## src/rtl/generator_mc.sv

```systemverilog
// Multi-channel SPI DAC waveform generator: NCH phase accumulators serialised
// round-robin as 32-bit write-and-update frames to the board DAC.
module generator_mc #(
    parameter int DIV   = 3,
    parameter int NCH   = 4,
    parameter int ACC_W = 16
) (
    input  logic                 clk,
    input  logic                 rst,
    input  logic                 enable,
    input  logic [2*NCH-1:0]     mode,
    input  logic [ACC_W*NCH-1:0] step,
    output logic                 spi_mosi,
    output logic                 spi_sck,
    output logic                 dac_cs,
    output logic                 dac_clr,
    output logic                 busy,
    output logic                 frame_done
);
    // state | meaning
    // IDLE  | cs high, waiting for enable once the DAC clear is released
    // LOAD  | frame built for the current channel, cs low, first bit on mosi
    // SHIFT | 32 bits out, each bit sck low for DIV cycles then high for DIV
    // END   | cs high gap; last cycle advances accumulator and channel
    typedef enum logic [1:0] {ST_IDLE, ST_LOAD, ST_SHIFT, ST_END} state_t;

    localparam int CW = (2 * DIV > 1) ? $clog2(2 * DIV) : 1;
    localparam logic [CW-1:0] CNT_LAST = CW'(2 * DIV - 1);
    localparam logic [CW-1:0] CNT_DIV  = CW'(DIV);
    localparam logic [3:0]    CH_LAST  = 4'(NCH - 1);

    state_t           state, state_nxt;
    logic [CW-1:0]    cnt;
    logic [4:0]       bcnt;
    logic [31:0]      shreg;
    logic [3:0]       ch;
    logic [ACC_W-1:0] lat_step;
    logic [ACC_W-1:0] acc [NCH];

    logic [12:0]      cur_top;
    logic [1:0]       cur_mode;
    logic [ACC_W-1:0] cur_step;
    logic [11:0]      data;
    logic [31:0]      frame_word;

    always_comb begin
        cur_top  = '0;
        cur_mode = '0;
        cur_step = '0;
        for (int i = 0; i < NCH; i++) begin
            if (ch == 4'(i)) begin
                cur_top  = acc[i][ACC_W-1 -: 13];
                cur_mode = mode[2*i +: 2];
                cur_step = step[ACC_W*i +: ACC_W];
            end
        end
    end

    // cur_top[12] is the accumulator MSB; cur_top[11:0] is the triangle ramp
    always_comb begin
        case (cur_mode)
            2'b00:   data = cur_top[12:1];
            2'b01:   data = cur_top[12] ? ~cur_top[11:0] : cur_top[11:0];
            2'b10:   data = cur_top[12] ? 12'h000 : 12'hFFF;
            default: data = 12'h800;
        endcase
        frame_word = {8'h00, 4'b0011, ch, data, 4'h0};
    end

    always_ff @(posedge clk or negedge rst) begin
        if (!rst) begin
            state <= ST_IDLE;
        end else begin
            state <= state_nxt;
        end
    end

    always_comb begin
        state_nxt  = state;
        dac_cs     = 1'b1;
        spi_sck    = 1'b0;
        spi_mosi   = 1'b0;
        frame_done = 1'b0;
        busy       = (state != ST_IDLE);
        case (state)
            ST_IDLE: begin
                if (enable && dac_clr) state_nxt = ST_LOAD;
            end
            ST_LOAD: begin
                dac_cs    = 1'b0;
                spi_mosi  = frame_word[31];
                state_nxt = ST_SHIFT;
            end
            ST_SHIFT: begin
                dac_cs   = 1'b0;
                spi_mosi = shreg[31];
                spi_sck  = (cnt < CNT_DIV);
                if (cnt == '0 && bcnt == 5'd31) state_nxt = ST_END;
            end
            ST_END: begin
                if (cnt == '0) begin
                    frame_done = 1'b1;
                    state_nxt  = enable ? ST_LOAD : ST_IDLE;
                end
            end
            default: state_nxt = ST_IDLE;
        endcase
    end

    // Step is captured at LOAD so a mid-frame change only affects the next visit
    always_ff @(posedge clk or negedge rst) begin
        if (!rst) begin
            dac_clr  <= 1'b0;
            cnt      <= '0;
            bcnt     <= '0;
            shreg    <= '0;
            ch       <= '0;
            lat_step <= '0;
            for (int i = 0; i < NCH; i++) acc[i] <= '0;
        end else begin
            dac_clr <= 1'b1;
            case (state)
                ST_LOAD: begin
                    shreg    <= frame_word;
                    lat_step <= cur_step;
                    cnt      <= CNT_LAST;
                    bcnt     <= '0;
                end
                ST_SHIFT: begin
                    if (cnt == '0) begin
                        cnt <= CNT_LAST;
                        if (bcnt != 5'd31) begin
                            bcnt  <= bcnt + 5'd1;
                            shreg <= {shreg[30:0], 1'b0};
                        end
                    end else begin
                        cnt <= cnt - 1'b1;
                    end
                end
                ST_END: begin
                    if (cnt == '0) begin
                        for (int i = 0; i < NCH; i++) begin
                            if (ch == 4'(i)) acc[i] <= acc[i] + lat_step;
                        end
                        ch <= (ch == CH_LAST) ? 4'd0 : ch + 4'd1;
                    end else begin
                        cnt <= cnt - 1'b1;
                    end
                end
                default: ;
            endcase
        end
    end
endmodule

```

## config.mk

```make
export PLATFORM = sky130hd
export DESIGN_NAME = generator_mc
export DESIGN_NICKNAME = d
export VERILOG_FILES = /design/src/rtl/generator_mc.sv
export SDC_FILE = /design/constraint.sdc
export NUM_CORES = 1
export LEC_CHECK = 0
export ABC_AREA = 1
export ABC_CLOCK_PERIOD_IN_PS = 2450
export CORE_ASPECT_RATIO = 1.2
export CORE_MARGIN = 2
export CORE_UTILIZATION = 60
export DETAILED_ROUTE_END_ITERATION = 6
export GPL_TIMING_DRIVEN = 0
export PLACE_DENSITY_LB_ADDON = 0.15
export SYNTH_ARGS = -nofsm -noshare
export SYNTH_HDL_FRONTEND = slang
export SYNTH_SLANG_ARGS = --single-unit
```

## constraint.sdc

```tcl
create_clock -name clk -period 2.45 [get_ports clk]
set_input_delay 0.3675 -clock clk [delete_from_list [all_inputs] [get_ports clk]]
set_output_delay 0.3675 -clock clk [all_outputs]
set_load 0.1 [all_outputs]
```

### Word level (Yosys, flattened, before mapping)

Index checks and enable logic that the tools add are counted.

| word-level totals | value |
|---|---|
| output and inout bits | 6 |
| input bits | 75 |
| flip-flop bits (word level) | 127 |
| word-level logic and storage cells | 89 |

| cells by class | value |
|---|---|
| bitwise gates (word level) | 1 |
| magnitude comparators | 1 |
| multiplexer cells | 35 |
| reductions and logical operators | 18 |
| add/sub/neg operators | 7 |
| equal/unequal tests | 16 |

Operator list:

| cell | number |
|---|---|
| 16-bit adder | 4 |
| 16-bit two-way mux | 4 |
| 32-bit two-way mux | 2 |
| 32-bit case mux with 2 select lines | 1 |
| 13-bit two-way mux | 4 |
| 12-bit case mux with 3 select lines | 1 |
| 12-bit two-way mux | 2 |
| 3-bit AND reduction | 6 |
| 2-bit two-way mux | 7 |
| 2-bit != test, second input constant | 6 |
| 12-bit inverter | 1 |
| 5-bit two-way mux | 2 |
| 5-bit case mux with 2 select lines | 1 |
| 3-bit case mux with 3 select lines | 1 |
| 4-bit by 2-bit == test with 1-bit output, second input constant | 2 |
| 2-bit case mux with 4 select lines | 1 |
| 2-bit == test, second input constant | 3 |
| 1-bit two-way mux | 6 |
| 3-bit two-way mux | 2 |
| 5-bit by 1-bit adder with 5-bit output, second input constant | 1 |
| 5-bit == test, second input constant | 1 |
| 5-bit != test, second input constant | 1 |
| 4-bit by 1-bit adder with 4-bit output, second input constant | 1 |
| 2-bit by 1-bit == test with 1-bit output, second input constant | 2 |
| 12 further kinds | 16 |

### Logic depth before layout (Yosys ltp)

Gate-level depths: netlist of the first run.

| depth | value |
|---|---|
| word-level depth | 9 |
| depth in mapped cells | 16 |

### Worst setup path before layout of the first run

OpenSTA, ideal clock, no wires.

| timing | value |
|---|---|
| kind | register -> output |
| start | reg state[0] |
| end | out spi_sck |
| cell stages (with the launch flop) | 7 |
| path slack | -1,144 ps |
| data required time | 2,082 ps |
| data arrival time | 3,226 ps |
| path through | dfrtp_1 -> inv_1 -> ha_1 -> buf_2 -> inv_1 -> buf_2 -> a211oi_1 |

| on the way | value |
|---|---|
| longest elaborated chain between the ends | 2 |

Ends and longest elaborated chain:

| item | line | text |
|---|---|---|
| start: declaration | 32 | `state_t state, state_nxt;` |
| start signal: assignment | 74 | `state <= state_nxt;` |
| 2-bit == test | 85 | `case (state)` |
| 1-bit two-way mux | 85 |  |
| end: declaration | 14 | `output logic spi_sck,` |

No other way between the ends.

### Worst setup path in the final report of the first run

Ends and elaborated chain as after synthesis.

==> results of run 1 <==
-- timing repair --
action / in CTS / in global routing
pin swaps: 0 / 7
hold endpoints to repair: 54 / 0
hold buffers: 1 / 0
gates resized for setup: 35 / 54
setup buffers: 0 / 16
setup endpoints to repair: 65 / 72
-- power by group --
group / internal (W) / total [W] / switching (W)
clock network: 0.00191 / 0.00290 / 0.000996
registers: 0.00206 / 0.00211 / 0.0000542
logic: 0.000215 / 0.000454 / 0.000239
-- logic make-up (layout without fill, tap and decap cells) --
logic type      count (synthesis)  after routing  synth area share
other cells                     1              1         0.0003937
xor+xnor                       32             32           0.02943
simple gates                  639            639            0.2857
compound gates                283            283            0.1686
buf+inv                       210            339           0.08972
fa+ha+maj                      76             76            0.1030
flops                         123            123            0.3232
-- registers in the layout, indices dropped and copies added, names as in the netlist --
register / cells
cnt: 3
acc: 64
ch: 4
state: 2
lat_step: 16
bcnt: 5
shreg: 28
dac_clr: 1
-- worst reg2reg max path, cell delays in order (launching register included) --
cell	delay [ps]
dfrtp_1	440
inv_1	110
ha_1	160
nand2_2	110
nor2_4	200
clkinvlp_4	230
buf_4	200
nor2_4	200
inv_1	170
buf_2	240
nand2_1	80
o31ai_1	60
-- cells in the final DEF, fill, tap and decap left out, types with 11 or more instances in the layout --
| cell | count |
|---|---|
| nand2_1 | 357 |
| inv_1 | 151 |
| nand3_1 | 132 |
| dfrtp_1 | 118 |
| a21oi_1 | 93 |
| o21ai_0 | 89 |
| nor2_1 | 83 |
| clkdlybuf4s50_1 | 74 |
| ha_1 | 71 |
| buf_4 | 24 |
| nand4_1 | 21 |
| xor2_1 | 17 |
| a211oi_1 | 17 |
| clkbuf_16 | 17 |
| o21ai_1 | 16 |
| xnor2_1 | 15 |
| buf_2 | 13 |
| a31oi_1 | 13 |
| o22ai_1 | 13 |
| clkbuf_1 | 12 |
| or2_2 | 11 |
-- stage by stage --
step,power [W],setup WS (ps),hold slack [ps]
final,0.005466,117.7,467.6
after global routing,0.005611,-7.264,509.5
after CTS,0.005465,-3.339,480.7
after detailed placement,0.002587,-449.6,368.6
after global placement,0.002575,-3851,456.5
after floorplan,0.002339,81.38,71.91
-- cell usage after synthesis (all sizes together), types with 7 or more instances --
master    n
o21ai   106
nand3   136
dfrtp   123
nand4    21
ha       72
xnor2    15
nor2     94
nor3      9
a31oi    13
or2      13
o31ai     7
o22ai    13
buf      28
inv     155
a21oi    96
nand2   361
a21o      7
clkbuf   23
xor2     17
a211oi   18
-- area by class of cell --
type	count	area (um2)	area share
repair buffers	98	964.7	0.08353
well taps	208	260.3	0.02254
inverters	159	604.3	0.05233
flip-flops and latches	123	3084	0.2671
multi-input cells	1031	5682	0.4920
clock buffers	17	425.4	0.03684
clock inverters	15	246.5	0.02134
plain buffers	50	281.5	0.02438
-- metal layers --
metal / vias up / GRT usage
li1: 4785 / -
met4: 0 / 0.2086
met3: 110 / 0.05929
met2: 429 / 0.6010
met1: 4514 / 0.4094
met5: - / 0
-- final timing paths --
check / endpoint / slack, ps / cells past startpoint
max: spi_sck / 120 / 7
min: shreg[23] / 470 / 2
max reg2reg: acc[43] / 120 / 11
min reg2reg: acc[48] / 480 / 2
max in group asynchronous: lat_step[0] / 1230 / 3
min in group clk: acc[48] / 480 / 2
==> impl_metrics.yaml, run 1 <==
timing:
  skew_ps: 9.808
  finalCriticalPeriod_ps: 2332
  setup_viol: 0
  hold_violations: 0
  relSlewSlack: 0.3576
  slew_violations: 0
  fmax_mhz: 428.8
  tns_ps: 0
  worstMarginPinSlew_ps: 960.6
  fin_crit_sh: 0.9519
detailed_routing:
  wl_per_cell_um: 16.95
  routed_wl_um: 28830
  met2_length_um: 13940
  maxUsedRoutingLayer: "met4"
  drtAntennaViolNets: 0
  first_iter_violations: 744
  m1WireLength_um: 11350
  vias: 9838
  via_per_inst: 5.784
  drt_pass1_iterations: 5
  met3WireLength_um: 1957
  drc: 0
synth:
  synth_area_per_cell_um2: 6.983
  synthesis.nets: 1515
  syn_area_um2: 9524
  synthFlopType: "dfrtp_1"
  yosysSeqAreaShare: 0.3232
  synth.distinct_cells: 43
  synth-edff-count: 0
  synth_top_area_cell: "dfrtp_1"
  postSynthCellCount: 1364
  yosys_warnings: 0
  synthArstFlopShare: 1.000
  ys_ff_latch: 123
  synth_top_area_frac: 0.3232
  synth_area_leaders: "dfrtp_1 (32%), nand2_1 (14%), ha_1 (9.5%)"
clocking:
  path_clk_slew_ps: 60
  cts_root_buffer: "clkbuf_16"
  clk_latency_ps: 440
  clkSinkCount: 123
  clock_path_buffers: 2
  h-tree-depth: 4
  cts_tree: "yes"
  cts_made_buffers: 17
power:
  leakage_nw: 5.920
  ir_drop_mv: 0.5007
  p_per_area_nw_per_um2: 473.3
global_routing:
  antenna_found_initial: 0
  grt_pass1_wl_um: 46170
  grt_max_degree: 70
  grt_usage: 0.3493
  grt_pass1_vias: 9477
  grt_overflow: 0
flow_run:
  drv_cap: 0
finish:
  final_util: 0.7414
  synthToLayoutAreaGrowth_pct: 21.26
  layout.nets: 1631
  n_antenna_cell: 0
  finalInstanceArea_um2: 11550
  fin_cells: 1701
  drive_gt1_frac: 0.09310
  fillers: 1214
critical_path:
  critPathCaptureType: "primary output"
  slowest_stage: "dfrtp_1"
  worstPathRequired_ps: 2080
  cp_slowest_stage_delay_ps: 410
  cp_common_cell: "clkbuf_4"
  startpoint_type: "flop"
  reg2reg_from: "cnt[0]"
  critPathTopFamily: "buffers and inverters"
  worst_ep_arrival_time_ps: 1960
  critical_path_buf_inv_count: 5
  crit_chain: "inv_2 > ha_1 > clkbuf_4 > inv_1 > clkbuf_4 > a211oi_4 > buf_12"
  crit_type: "flop to primary output"
  crit_start: "state[0]"
  cp_max_fo: 10
placement:
  port_buffers: 80
  dp.cells: 1653
  place_congestion: 0.9894
  dp_hpwl_um: 21610
  placed_cell_area_um2: 10630
die:
  die_h_um: 142.0
  ioPinCount: 81
  initial_core_util: 0.6114
  dieArea_um2: 16900
  die_x_um: 119.0
  design.core.area_um2: 15580
  rows: 50
min_path:
  hold_path_class: "input pin to async pin"
status:
  status: "completed"
(Power assumes the default switching activity.)
==> run 2, diff against run 1 <==
- ABC_CLOCK_PERIOD_IN_PS: 2450 -> 2900
- RECOVER_POWER: unset -> 100
- clock period: 2.45 -> 2.9 ns (I/O delays scaled with it)
==> run 2 against run 1 <==
Effect of this change:
- worst setup slack worse by 4.9 ps
- critical path type unchanged
- largest cell class unchanged
- largest power group unchanged
- highest routed layer unchanged
- final area decreased by 3.2%
- non-clock buffer count down 15
- routed wire length shrank 2.1%
- clock power is 23% lower
- sequential share of layout area up 0.82 points
- total power is 20% lower
==> impl_metrics.yaml, run 2 (synthesized netlist as in run 1, its figures left out) <==
die:
  initial_core_util: 0.6114
  dieArea_um2: 16900
  design.core.area_um2: 15580
  die_h_um: 142.0
  die_x_um: 119.0
  ioPinCount: 81
  rows: 50
detailed_routing:
  drtAntennaViolNets: 0
  first_iter_violations: 683
  drc: 0
  routed_wl_um: 28220
  vias: 9617
  drt_pass1_iterations: 5
  wl_per_cell_um: 16.74
  via_per_inst: 5.704
finish:
  synthToLayoutAreaGrowth_pct: 17.39
  largestRegisters: "acc (64), shreg (28), lat_step (16)"
  final_cell_mix: "nand2_1 (358), inv_1 (154), nand3_1 (135)"
  top_register: "acc"
  drive_gt1_frac: 0.05480
  layout.nets: 1616
  largest_reg_flops: 64
  n_antenna_cell: 0
  final_common_cell: "nand2_1"
critical_path:
  critPathTopFamily: "buffers and inverters"
  cp_slowest_stage_delay_ps: 890
  crit_start: "cnt[0]"
  cp_max_fo: 7
  startpoint_type: "flop"
  reg2reg_to: "lat_step[10]"
  critPathCaptureType: "primary output"
  slowest_stage: "clkbuf_1"
  r2r_slack_ps: 230
  reg2reg_depth: 10
  worstPathRequired_ps: 2470
  cp.depth: 5
  crit_type: "flop to primary output"
  worst_ep_arrival_time_ps: 2350
  crit_chain: "inv_1 > ha_1 > nand2_1 > nor2_4 > clkbuf_1"
  critical_path_buf_inv_count: 2
  reg2reg_from: "ch[1]"
global_routing:
  grtUsageMet3: 0.05609
  grt_overflow: 0
  antenna_found_initial: 0
  use_met1: 0.4101
  grt_pass1_vias: 9459
  grt_usage: 0.3494
  grt_pass1_wl_um: 46250
  met2_usage: 0.6028
  grt_busiest_layer: "met2"
  grt_max_degree: 99
timing:
  rsz0062_at_grt: "no"
  hold_violations: 0
  layout_setup_ws_ps: 112.9
  fin_crit_sh: 0.9611
  slew_violations: 0
  skew_ps: 8.627
  setup_viol: 0
  relSlewSlack: 0.02447
  worstMarginPinSlew_ps: 1463
  finalCriticalPeriod_ps: 2787
  fmax_mhz: 358.8
clocking:
  cts_made_buffers: 17
  path_clk_slew_ps: 60
  h-tree-depth: 4
  cts_tree: "yes"
  clkSinkCount: 123
  cts_root_buffer: "clkbuf_16"
  clock_path_buffers: 2
  clk_latency_ps: 430
flow_run:
  drv_cap: 0
placement:
  preCtsSetupSlack_ps: -110.2
  port_buffers: 80
  dp_hpwl_um: 21670
  place_congestion: 0.9917
power:
  p_per_area_nw_per_um2: 392.3
  power_w: 0.004386
  ir_drop_mv: 0.3913
  leakage_nw: 5.721
min_path:
  holdPathEnd: "shreg[4]"
  worstHoldPathCells: 2
  hold_path_class: "flop to flop"
  min_from: "shreg[4]"
status:
  status: "completed"
==> run 2: changes by cell type in the layout (fill, tap and decap cells not counted), sizes merged <==
cell	change
clkdlybuf4s15	-1
bufinv	-3
buf	-23
clkbuf	+13
inv	-1
dlygate4sd3	+1
clkdlybuf4s50	-1
==> run 2: how the worst max path moves through the flow <==
| stage | endpoint | slack [ps] |
|---|---|---|
| floorplan | spi_sck | 220 |
| global placement | acc[14] | -3450 |
| detailed placement | spi_mosi | -110 |
| CTS | spi_mosi | 9 |
| global route | spi_sck | 30 |
| finish | frame_done | 110 |
==> run 2: where the power goes <==
group | switching, W | internal, W
Clock | 0.000816 | 0.00141
Combinational | 0.000198 | 0.000176
Sequential | 0.0000457 | 0.00174
Total | 0.00106 | 0.00333
==> run 2: layer usage <==
| metal | share of wire | routed length (um) |
|---|---|---|
| met1 | 0.40 | 11260 |
| met2 | 0.48 | 13650 |
| met3 | 0.060 | 1706 |
| met4 | 0.057 | 1595 |
| met5 | 0 | 0 |
==> run 2: timing repair <==
action	4_1_cts	5_1_grt
buffers inserted	0	0
endpoints found under the setup margin	3	12
gates resized for setup	7	7
hold endpoints to repair	25	0
hold buffers	1	0
gates cloned	0	0
==> run 2: metrics by stage <==
step | setup TNS [ps] | util | instance area (um2) | instances | hold WS, ps
after floorplan | 0 | - | 9529 | 1364 | 139.4
after global placement | -423160 | 0.6798 | 10590 | 1652 | 456.7
after detailed placement | -175.3 | 0.6817 | 10620 | 1653 | 319.6
after CTS | 0 | 0.7218 | 11240 | 1686 | 453.5
after global routing | 0 | 0.7178 | 11180 | 1686 | 512.1
final | 0 | 0.7178 | 11180 | 1686 | 479.6
==> run 2: worst min-delay path, stage by stage, from the launching register on <==
cell	delay (ps)
dfrtp_1	340
nand2_1	60
nand2_1	50
==> run 2: cell type report <==
cell class | instances | area, um2
plain buffers | 51 | 245.2
clock buffers | 21 | 470.5
clock inverters | 11 | 142.6
well taps | 208 | 260.3
inverters | 159 | 596.8
flip-flops and latches | 123 | 3078
multi-input cells | 1031 | 5594
fillers | 1334 | 4397
repair buffers | 82 | 793.3
==> run 3, diff against run 2 <==
--- a/config.mk
+++ b/config.mk
@@ -9,2 +9,3 @@
 export ABC_CLOCK_PERIOD_IN_PS = 2900
+export CAP_MARGIN = 20
 export CORE_ASPECT_RATIO = 1.2
@@ -16,2 +17,3 @@
 export RECOVER_POWER = 100
+export SLEW_MARGIN = 20
 export SYNTH_ARGS = -nofsm -noshare
==> constraint.sdc (replaced) <==
create_clock -name clk -period 2.9 [get_ports clk]
set_input_delay 0.725 -clock clk [delete_from_list [all_inputs] [get_ports clk]]
set_output_delay 0.725 -clock clk [all_outputs]
set_load 0.1 [all_outputs]
==> run 3 against run 2 <==
Effect of this change:
- maximum frequency up 0.33%
- clock-buffer cell count decreased by 4
- total power grew 5.1%
- sequential power hardly changed
- critical path type unchanged
- critical endpoint unchanged
- largest cell class unchanged
==> impl_metrics.yaml, run 3 (synthesized netlist as in run 1, its figures left out) <==
timing:
  layout_setup_ws_ps: 122.2
  finalCriticalPeriod_ps: 2778
  worstMarginPinSlew_ps: 1389
  hold_violations: 0
  fmax_mhz: 360.0
  relSlewSlack: 0.07428
  rsz0062_at_grt: "no"
  skew_ps: 12.69
  holdWs_ps: 477.1
  slew_violations: 0
  fin_crit_sh: 0.9579
  setup_viol: 0
  tns_ps: 0
finish:
  final_common_cell: "nand2_1"
  top_register: "acc"
  final_cell_mix: "nand2_1 (359), inv_1 (154), nand3_1 (135)"
  largest_reg_flops: 64
  fillers: 1258
  synthToLayoutAreaGrowth_pct: 18.18
  n_antenna_cell: 0
  largestRegisters: "acc (64), shreg (28), lat_step (16)"
  drive_gt1_frac: 0.05958
  layout.nets: 1615
global_routing:
  grt_overflow: 0
  grt_pass1_wl_um: 46150
  grt_usage: 0.3491
  grt_max_degree: 70
  antenna_found_initial: 0
  grt_pass1_vias: 9457
clocking:
  cts_setup_buffers: 0
  clk_latency_ps: 440
  path_clk_slew_ps: 60
  clkSinkCount: 123
  h-tree-depth: 4
  cts_made_buffers: 17
  cts_root_buffer: "clkbuf_16"
  cts_tree: "yes"
  cts.repair.resized: 17
  clock_path_buffers: 2
  hold_buffers: 0
critical_path:
  critPathCaptureType: "primary output"
  cp_max_fo: 7
  startpoint_type: "flop"
  worst_ep_arrival_time_ps: 2050
  worstPathRequired_ps: 2170
  crit_type: "flop to primary output"
placement:
  port_buffers: 80
  dp_hpwl_um: 21610
  place_congestion: 0.9894
  preCtsSetupSlack_ps: -357.1
detailed_routing:
  first_iter_violations: 714
  routed_wl_um: 28540
  via_per_inst: 5.747
  drtAntennaViolNets: 0
  drc: 0
  wl_per_cell_um: 16.94
  vias: 9683
  drt_pass1_iterations: 5
power:
  leakage_nw: 5.765
  ir_drop_mv: 0.4238
  p_per_area_nw_per_um2: 409.5
die:
  die_h_um: 142.0
  ioPinCount: 81
  dieArea_um2: 16900
  die_x_um: 119.0
  rows: 50
  design.core.area_um2: 15580
  initial_core_util: 0.6114
status:
  status: "completed"
flow_run:
  drv_cap: 0
min_path:
  hold_path_class: "flop to flop"
[run 3: area by class of cell]
class                   count  area [um2]  share of cell area
plain buffers              51       254.0             0.02257
clock buffers              17       425.4             0.03779
clock inverters            15       246.5             0.02190
inverters                 159       600.6             0.05336
multi-input cells        1031        5599              0.4974
flip-flops and latches    123        3078              0.2735
well taps                 208       260.3             0.02312
repair buffers             81       792.0             0.07036
[run 3: path summary, 6_finish.rpt]
| kind | from | to | slack, ps | depth (start not counted) |
|---|---|---|---|---|
| worst max-delay path | cnt[0] | frame_done | 120 | 5 |
| max in group asynchronous | rst | acc[21] | 550 | 2 |
| worst max register to register | ch[1] | lat_step[10] | 170 | 10 |
| worst min register to register | acc[48] | acc[48] | 480 | 2 |
| worst min-delay path | acc[48] | acc[48] | 480 | 2 |
| min in group asynchronous | rst | shreg[25] | 590 | 1 |
[run 3: through the flow]
stage                 util  area [um2]  power [W]  std cells
floorplan                -        9537   0.001976       1364
global placement    0.6803       10600   0.002176       1652
detailed placement  0.6822       10630   0.002186       1653
CTS                 0.7248       11290   0.004615       1685
global route        0.7226       11260   0.004731       1685
finish              0.7226       11260   0.004610       1685
[run 3: power by group]
| part | total (W) | switching, W | internal, W |
|---|---|---|---|
| clock network | 0.00245 | 0.000844 | 0.00161 |
| registers | 0.00178 | 0.0000468 | 0.00174 |
| logic | 0.000373 | 0.000199 | 0.000174 |
| total | 0.00461 | 0.00109 | 0.00352 |
[run 3: critical path, stage by stage (launching register included)]
cell	delay [ps]
dfrtp_1	440
inv_1	100
ha_1	150
nand2_1	120
nor2_4	230
clkdlybuf4s18_2	580
[run 3: layer usage]
metal / part of all wire / wire (um) / global-route usage
met2: 0.48 / 13660 / 0.5986
met1: 0.39 / 11220 / 0.4077
met4: 0.058 / 1647 / 0.2130
met5: 0 / 0 / 0
met3: 0.070 / 2009 / 0.06170
